--- src/rtl/rr_arbiter8_encoded.sv ---
// Round-robin arbiter for 8 requesters with one-hot and encoded grant.
// Each grant is capped at MAX_HOLD cycles and is followed by one idle cycle.
module rr_arbiter8_encoded #(
  parameter int N        = 8,
  parameter int IDX_W    = 3,
  parameter int MAX_HOLD = 15,
  parameter int CNT_W    = 8
) (
  input  logic             clk,
  input  logic             reset,
  input  logic             enable,
  input  logic [N-1:0]     req,
  input  logic             owner_done,
  output logic [N-1:0]     gnt,
  output logic [IDX_W-1:0] gnt_idx,
  output logic             gnt_valid,
  output logic             gnt_timeout
);

  typedef enum logic {IDLE, GRANT} state_t;

  state_t             state, state_n;
  logic [IDX_W-1:0]   ptr, ptr_n;
  logic [CNT_W-1:0]   hold_cnt, cnt_n;
  logic [N-1:0]       gnt_n;
  logic [IDX_W-1:0]   idx_n;
  logic               valid_n;
  logic               to_n;

  logic [IDX_W-1:0]   win;
  logic [IDX_W-1:0]   k;
  logic               found;
  logic               at_max;
  logic               keep;
  logic               end_c;

  // Rotating priority search starting at ptr.
  always_comb begin
    win   = '0;
    k     = '0;
    found = 1'b0;
    for (int i = 0; i < N; i++) begin
      k = ptr + IDX_W'(i);
      if (!found && req[k]) begin
        win   = k;
        found = 1'b1;
      end
    end
  end

  assign at_max = (hold_cnt == CNT_W'(MAX_HOLD));
  assign keep   = enable && req[gnt_idx] && !owner_done;
  assign end_c  = !keep || at_max;

  always_comb begin
    state_n = state;
    ptr_n   = ptr;
    cnt_n   = hold_cnt;
    gnt_n   = gnt;
    idx_n   = gnt_idx;
    valid_n = gnt_valid;
    to_n    = 1'b0;
    unique case (state)
      IDLE: begin
        gnt_n   = '0;
        idx_n   = '0;
        valid_n = 1'b0;
        if (enable && found) begin
          state_n = GRANT;
          gnt_n   = N'(1) << win;
          idx_n   = win;
          valid_n = 1'b1;
          cnt_n   = CNT_W'(1);
        end
      end
      GRANT: begin
        if (end_c) begin
          state_n = IDLE;
          gnt_n   = '0;
          idx_n   = '0;
          valid_n = 1'b0;
          ptr_n   = gnt_idx + IDX_W'(1);
          cnt_n   = '0;
          // Timeout only when the hold limit alone ended the grant.
          to_n    = at_max && keep;
        end else if (!at_max) begin
          cnt_n = hold_cnt + CNT_W'(1);
        end
      end
      default: state_n = IDLE;
    endcase
  end

  always_ff @(posedge clk or posedge reset) begin
    if (reset) begin
      state       <= IDLE;
      ptr         <= '0;
      hold_cnt    <= '0;
      gnt         <= '0;
      gnt_idx     <= '0;
      gnt_valid   <= 1'b0;
      gnt_timeout <= 1'b0;
    end else begin
      state       <= state_n;
      ptr         <= ptr_n;
      hold_cnt    <= cnt_n;
      gnt         <= gnt_n;
      gnt_idx     <= idx_n;
      gnt_valid   <= valid_n;
      gnt_timeout <= to_n;
    end
  end

endmodule

--- config.mk ---
export PLATFORM = sky130hd
export DESIGN_NAME = rr_arbiter8_encoded
export DESIGN_NICKNAME = d
export VERILOG_FILES = /design/src/rtl/rr_arbiter8_encoded.sv
export SDC_FILE = /design/constraint.sdc
export NUM_CORES = 1
export LEC_CHECK = 0
export CAP_MARGIN = 20
export CORE_MARGIN = 1.5
export CORE_UTILIZATION = 43
export DETAILED_ROUTE_END_ITERATION = 8
export PLACE_DENSITY_LB_ADDON = 0.12
export SETUP_SLACK_MARGIN = 0.05
export SYNTH_ARGS = -nofsm -noshare
export SYNTH_HDL_FRONTEND = slang
export SYNTH_SLANG_ARGS = --single-unit
--- constraint.sdc ---
create_clock -name clk -period 8.95 [get_ports clk]
set_input_delay 1.3425 -clock clk [delete_from_list [all_inputs] [get_ports clk]]
set_output_delay 1.3425 -clock clk [all_outputs]
set_load 0.03 [all_outputs]
* After elaboration in Yosys (flattened, before gate mapping)
Cells that the tools add are included.
Operators by class: add/subtract/negate cells 9, magnitude comparators 9, equality and inequality tests 4, shift-type cells 1, multiplexer cells 51, bitwise gates (word level) 1, reductions and logical operators 23
Operators by type and width (count):
- 8-bit 2-to-1 mux | 5
- 3-bit by 4-bit less-than comparator with 1-bit output (second input constant) | 9
- 8-bit one-hot mux with 2 select lines | 2
- 3-bit 2-to-1 mux | 10
- 1-bit binary-select mux with 3-bit select | 9
- 1-bit 2-to-1 mux | 22
- 3-bit adder (second input constant) | 4
- 1-bit logical AND | 11
- 1-bit logical NOT | 9
- 8-bit by 1-bit adder with 8-bit output (second input constant) | 1
- 8-bit by 4-bit equality test with 1-bit output (second input constant) | 1
- 1-bit by 3-bit left shift with 8-bit output (first input constant) | 1
- 3-bit by 1-bit adder with 3-bit output (second input constant) | 2
- 3-bit by 2-bit adder with 3-bit output (second input constant) | 2
- 3-bit one-hot mux with 2 select lines | 1
- 1-bit one-hot mux with 2 select lines | 2
- 2-bit AND reduction | 2
- 3-bit by 2-bit inequality test with 1-bit output (second input constant) | 1
- 2-bit by 1-bit inequality test with 1-bit output (second input constant) | 1
- 2-bit inequality test (second input constant) | 1
- 1-bit logical OR | 1
- 1-bit NOT | 1
Word-level totals: register bits after elaboration 25, input port bits 12, output and inout bits 13, word-level logic and storage cells 105

* Logic depth before layout (Yosys ltp)
depth after elaboration 27, gate-level depth with buffers 13, gate-level depth less buffers 9

* Worst setup path before layout
Ideal clock, no wire load.
kind input to register, start point in req[5], end point reg gnt[0], setup time 122 ps, arrival 3272 ps, data required time 8828 ps, setup slack 5557 ps, stages 8, buffers on the path 1, path through clkbuf_1 > mux4_2 > mux2_4 > nor3_1 > a21oi_1 > a2111oi_4 > nor3_2 > a32o_1
On the way: word-level cells in the longest chain between the ends 27, elaborated cells on any way between the ends 57, those cells by class eq/ne: 1; shift: 1; mux: 36; reduce/logical: 19
RTL lines:
- start, declared | line 12 | input logic [N-1:0] req,
- 1-bit binary-select mux with 3-bit select | line 44 | if (!found && req[k]) begin
- 1-bit 2-to-1 mux (not written as such) | line 44
- 1-bit 2-to-1 mux | line 44
- 1-bit logical NOT | line 44
- 1-bit logical AND | line 44
- 1-bit 2-to-1 mux | line 44
- 1-bit logical NOT | line 44
- 1-bit logical AND | line 44
- (+11 left out)
- 1-bit logical AND | line 44
- 1-bit 2-to-1 mux | line 44
- 1-bit logical NOT | line 44
- 1-bit logical AND | line 44
- 3-bit 2-to-1 mux / 1-bit 2-to-1 mux (equally long branches) | line 44
- 1-bit by 3-bit left shift with 8-bit output / 1-bit logical AND (equally long branches) | line 70, 68
- 8-bit 2-to-1 mux | line 68 | if (enable && found) begin
- 8-bit one-hot mux with 2 select lines | line 63 | unique case (state)
- end signal, assigned | line 107 | gnt <= gnt_n;
- end, declared | line 14 | output logic [N-1:0] gnt,
Several ways; a longest one is shown, not always the timed one. The select of a mux whose other input is x is not followed. A chain may end at the register's enable or synchronous reset.

* Final worst setup path
start point reg ptr[0], end point reg gnt[4]
On the way: word-level cells in the longest chain between the ends 27, elaborated cells on any way between the ends 57, those cells by class add/sub: 7; shift: 1; mux: 34; reduce/logical: 15
RTL lines:
- start, declared | line 23 | logic [IDX_W-1:0] ptr, ptr_n;
- start signal, assigned | line 105 | ptr <= ptr_n;
- parallel branches: the longest is 25 deep, another holds 3-bit by 1-bit adder with 3-bit output
- 8-bit 2-to-1 mux (*) | line 68
- 8-bit one-hot mux with 2 select lines (*) | line 63
Every way passes the cells marked *. The select of a mux whose other input is x is not followed.

==> impl_metrics.env <==
export IMPL_status="complete, no violations"
export IMPL_worstSetupEndpointType="flip-flop"
export IMPL_drive_above_1_share_pct=19.5
export IMPL_setup_viol=0
export IMPL_crit_fanout=22
export IMPL_yosysSeqAreaShare_pct=26.7
export IMPL_layout_common_cells="dfrtp_1 (25), clkdlybuf4s50_1 (24), nand2_1 (19)"
export IMPL_fin_skew_ns=0.00587
export IMPL_post_cts_buffers=0
export IMPL_start_util_pct=45.2
export IMPL_area_growth_pct=10.7
export IMPL_ys_flop_type="dfrtp_1"
export IMPL_cp_required_ns=9.11
export IMPL_nets=243
export IMPL_drtAntennaViolNets=0
export IMPL_holdCritStartpoint="gnt[7]"
export IMPL_powerDensity_mw_per_mm2=386
export IMPL_cts_buffers=3
export IMPL_cts_clk_slew_worst_paths_ns=0.08
export IMPL_antenna_found_initial=0
export IMPL_final_common_cell="dfrtp_1"
export IMPL_period_needed_ns=4.74
export IMPL_vias=1798
export IMPL_syn_num_nets=233
export IMPL_die_width_um=76.8
export IMPL_grt_pass1_wl_um=9190
export IMPL_cts_tree="done"
export IMPL_grt_pass1_vias=1753
export IMPL_start_kind="flip-flop"
export IMPL_die_y_um=76.8
export IMPL_hold_viol=0
export IMPL_hold_path_depth=1
export IMPL_grtUsageTotal_pct=19.2
export IMPL_placed_cell_area_mm2=0.00255
export IMPL_clk_latency_ns=0.27
export IMPL_p_leak_uw=0.00104
export IMPL_syn_avg_cell_area_um2=10.8
export IMPL_cts_resized=0
export IMPL_min_period_over_period_pct=52.9
export IMPL_rows=26
export IMPL_critPathKind="flip-flop to flip-flop"
export IMPL_rrSetupSlack_ns=4.21
export IMPL_cts_sink_count=25
export IMPL_hp_class="flip-flop to flip-flop"
export IMPL_yosysWarnings=0
export IMPL_coreArea_mm2=0.00517
export IMPL_vias_per_cell=6.07
export IMPL_post_route_drc_count=0
export IMPL_diodes=0
export IMPL_final_max_slew_violation_count=0
export IMPL_cp_data_arrival_time_ns=4.90
export IMPL_clock_path_buffers=2
export IMPL_grt_ovfl_total=0
export IMPL_place_congestion=0.826
export IMPL_synth_distinct_cells=61
export IMPL_htreeDepth=1
export IMPL_grt_max_degree=26
export IMPL_drt_iter0_drc=203
export IMPL_synth_area_mm2=0.00234
export IMPL_r2r_start="ptr[0]"
export IMPL_design_area_mm2=0.00259
export IMPL_worstHoldEndpoint="gnt[7]"
export IMPL_clock_fmax_ghz=0.211
export IMPL_synth_edf_count=0
export IMPL_async_flop_share_pct=100
export IMPL_synth_seq_cells=25
export IMPL_peakVddDrop_mv=0.239
export IMPL_worst_pin_slew_ns=0.948
export IMPL_cap_violations=0
export IMPL_totalWireLength_um=5430
export IMPL_dieArea_mm2=0.00589
export IMPL_hpwl_um=3860
export IMPL_syn_inst=217
export IMPL_grt_setup_unrepaired="false"
export IMPL_routedWlPerCell_um=18.4
export IMPL_max_slew_margin_pct=36.8
export IMPL_port_buffers=24
export IMPL_cts_root_buf="clkbuf_8"
export IMPL_finalSetupTns_ns=0
export IMPL_ios=25
export IMPL_drt_pass1_iter_count=4
export IMPL_reg2reg_to="gnt[4]"
export IMPL_postCtsHoldBufs=0
export IMPL_r2r_cells=9
## cell type report
type                       count  area [µm²]
fill                         463        2580
multi-input combinational    166        1570
sequential                    25         626
timing repair buffer          24         240
tap                           70        87.6
clock buffer                   4        45.0
inverter                       7        26.3
## flip-flops by register name (all words and copies together) (netlist names)
register,cells
gnt_timeout,1
state,1
hold_cnt,8
ptr,3
gnt_valid,1
gnt,8
gnt_idx,3
## power by group
| part | internal, µW | switching (µW) | leakage (µW) |
|---|---|---|---|
| clock | 31.9 | 35.9 | 0.0000228 |
| combinational | 330 | 401 | 0.000678 |
| sequential | 142 | 58.1 | 0.000336 |
| total | 504 | 496 | 0.00104 |
## layer usage
layer | track usage (%) | wire length, µm | vias to the layer above
li1 | - | - | 856
met1 | 30.1 | 2810 | 897
met2 | 28.1 | 2400 | 38
met3 | 3.21 | 178 | 7
met4 | 2.96 | 42 | 0
met5 | 0 | 0 | -
## how the worst max path moves through the flow
stage,slack (ns),endpoint,start,depth (start not counted)
after floorplan,5.56,gnt[0],req[5],8
after global placement,4.34,gnt[7],ptr[0],9
after detailed placement,4.26,gnt[6],ptr[0],9
after CTS,4.26,gnt[6],ptr[0],9
after global routing,3.92,gnt[7],ptr[0],9
final,4.21,gnt[4],ptr[0],9
## per-stage QoR
| stage | util [%] | hold WS, ns | std cells | total power (µW) | worst slack (ns) |
|---|---|---|---|---|---|
| 2_1_floorplan | - | 0.484 | 217 | 804 | 5.56 |
| 3_3_place_gp | 49.2 | 0.480 | 292 | 934 | 4.34 |
| 3_5_place_dp | 49.2 | 0.485 | 292 | 928 | 4.26 |
| 4_1_cts | 50.1 | 0.504 | 296 | 996 | 4.26 |
| 5_1_grt | 50.1 | 0.523 | 296 | 1070 | 3.92 |
| 6_report | 50.1 | 0.499 | 296 | 999 | 4.21 |
## critical path, cell delays in order, from the launching register on
cell      delay (ns)
dfrtp_1         0.95
clkinv_1        0.46
ha_1            1.05
mux4_2          0.63
a21oi_1         0.23
a32o_2          0.19
nand2_2         0.14
o311ai_4        0.55
nor2b_2         0.14
a32o_1          0.28
## synth_stat cells (all sizes together), types with 2 or more instances
library cell	count	area, µm²
nor3b	3	22.5
mux2	11	131
clkinv	2	7.51
clkbuf	8	30.0
a32o	9	91.3
o21a	2	15.0
xor2	3	26.3
a21boi	3	22.5
o31a	2	17.5
nor3	3	20.0
and3	4	25.0
a21oi	10	50.1
nand4b	2	17.5
inv	5	18.8
mux2i	14	148
mux4	18	413
dfrtp	25	626
o21ai	6	30.0
nor2b	2	15.0
nand3	8	40.0
or3	2	17.5
o211ai	3	27.5
nor2	12	50.1
o31ai	2	25.0
buf	11	91.3
a22o	2	17.5
ha	4	50.1
a21o	3	22.5
nand2	20	77.6
nand2b	3	26.3
## logic make-up after synthesis
kind of cell	after synthesis	share of synthesized area, %
flops	25	26.7
xor+xnor	4	1.50
buf+inv	26	6.31
mux	43	29.6
simple gates	63	14.4
compound gates	52	19.3
fa+ha+maj	4	2.14
Power figures use the tool's default switching activity.
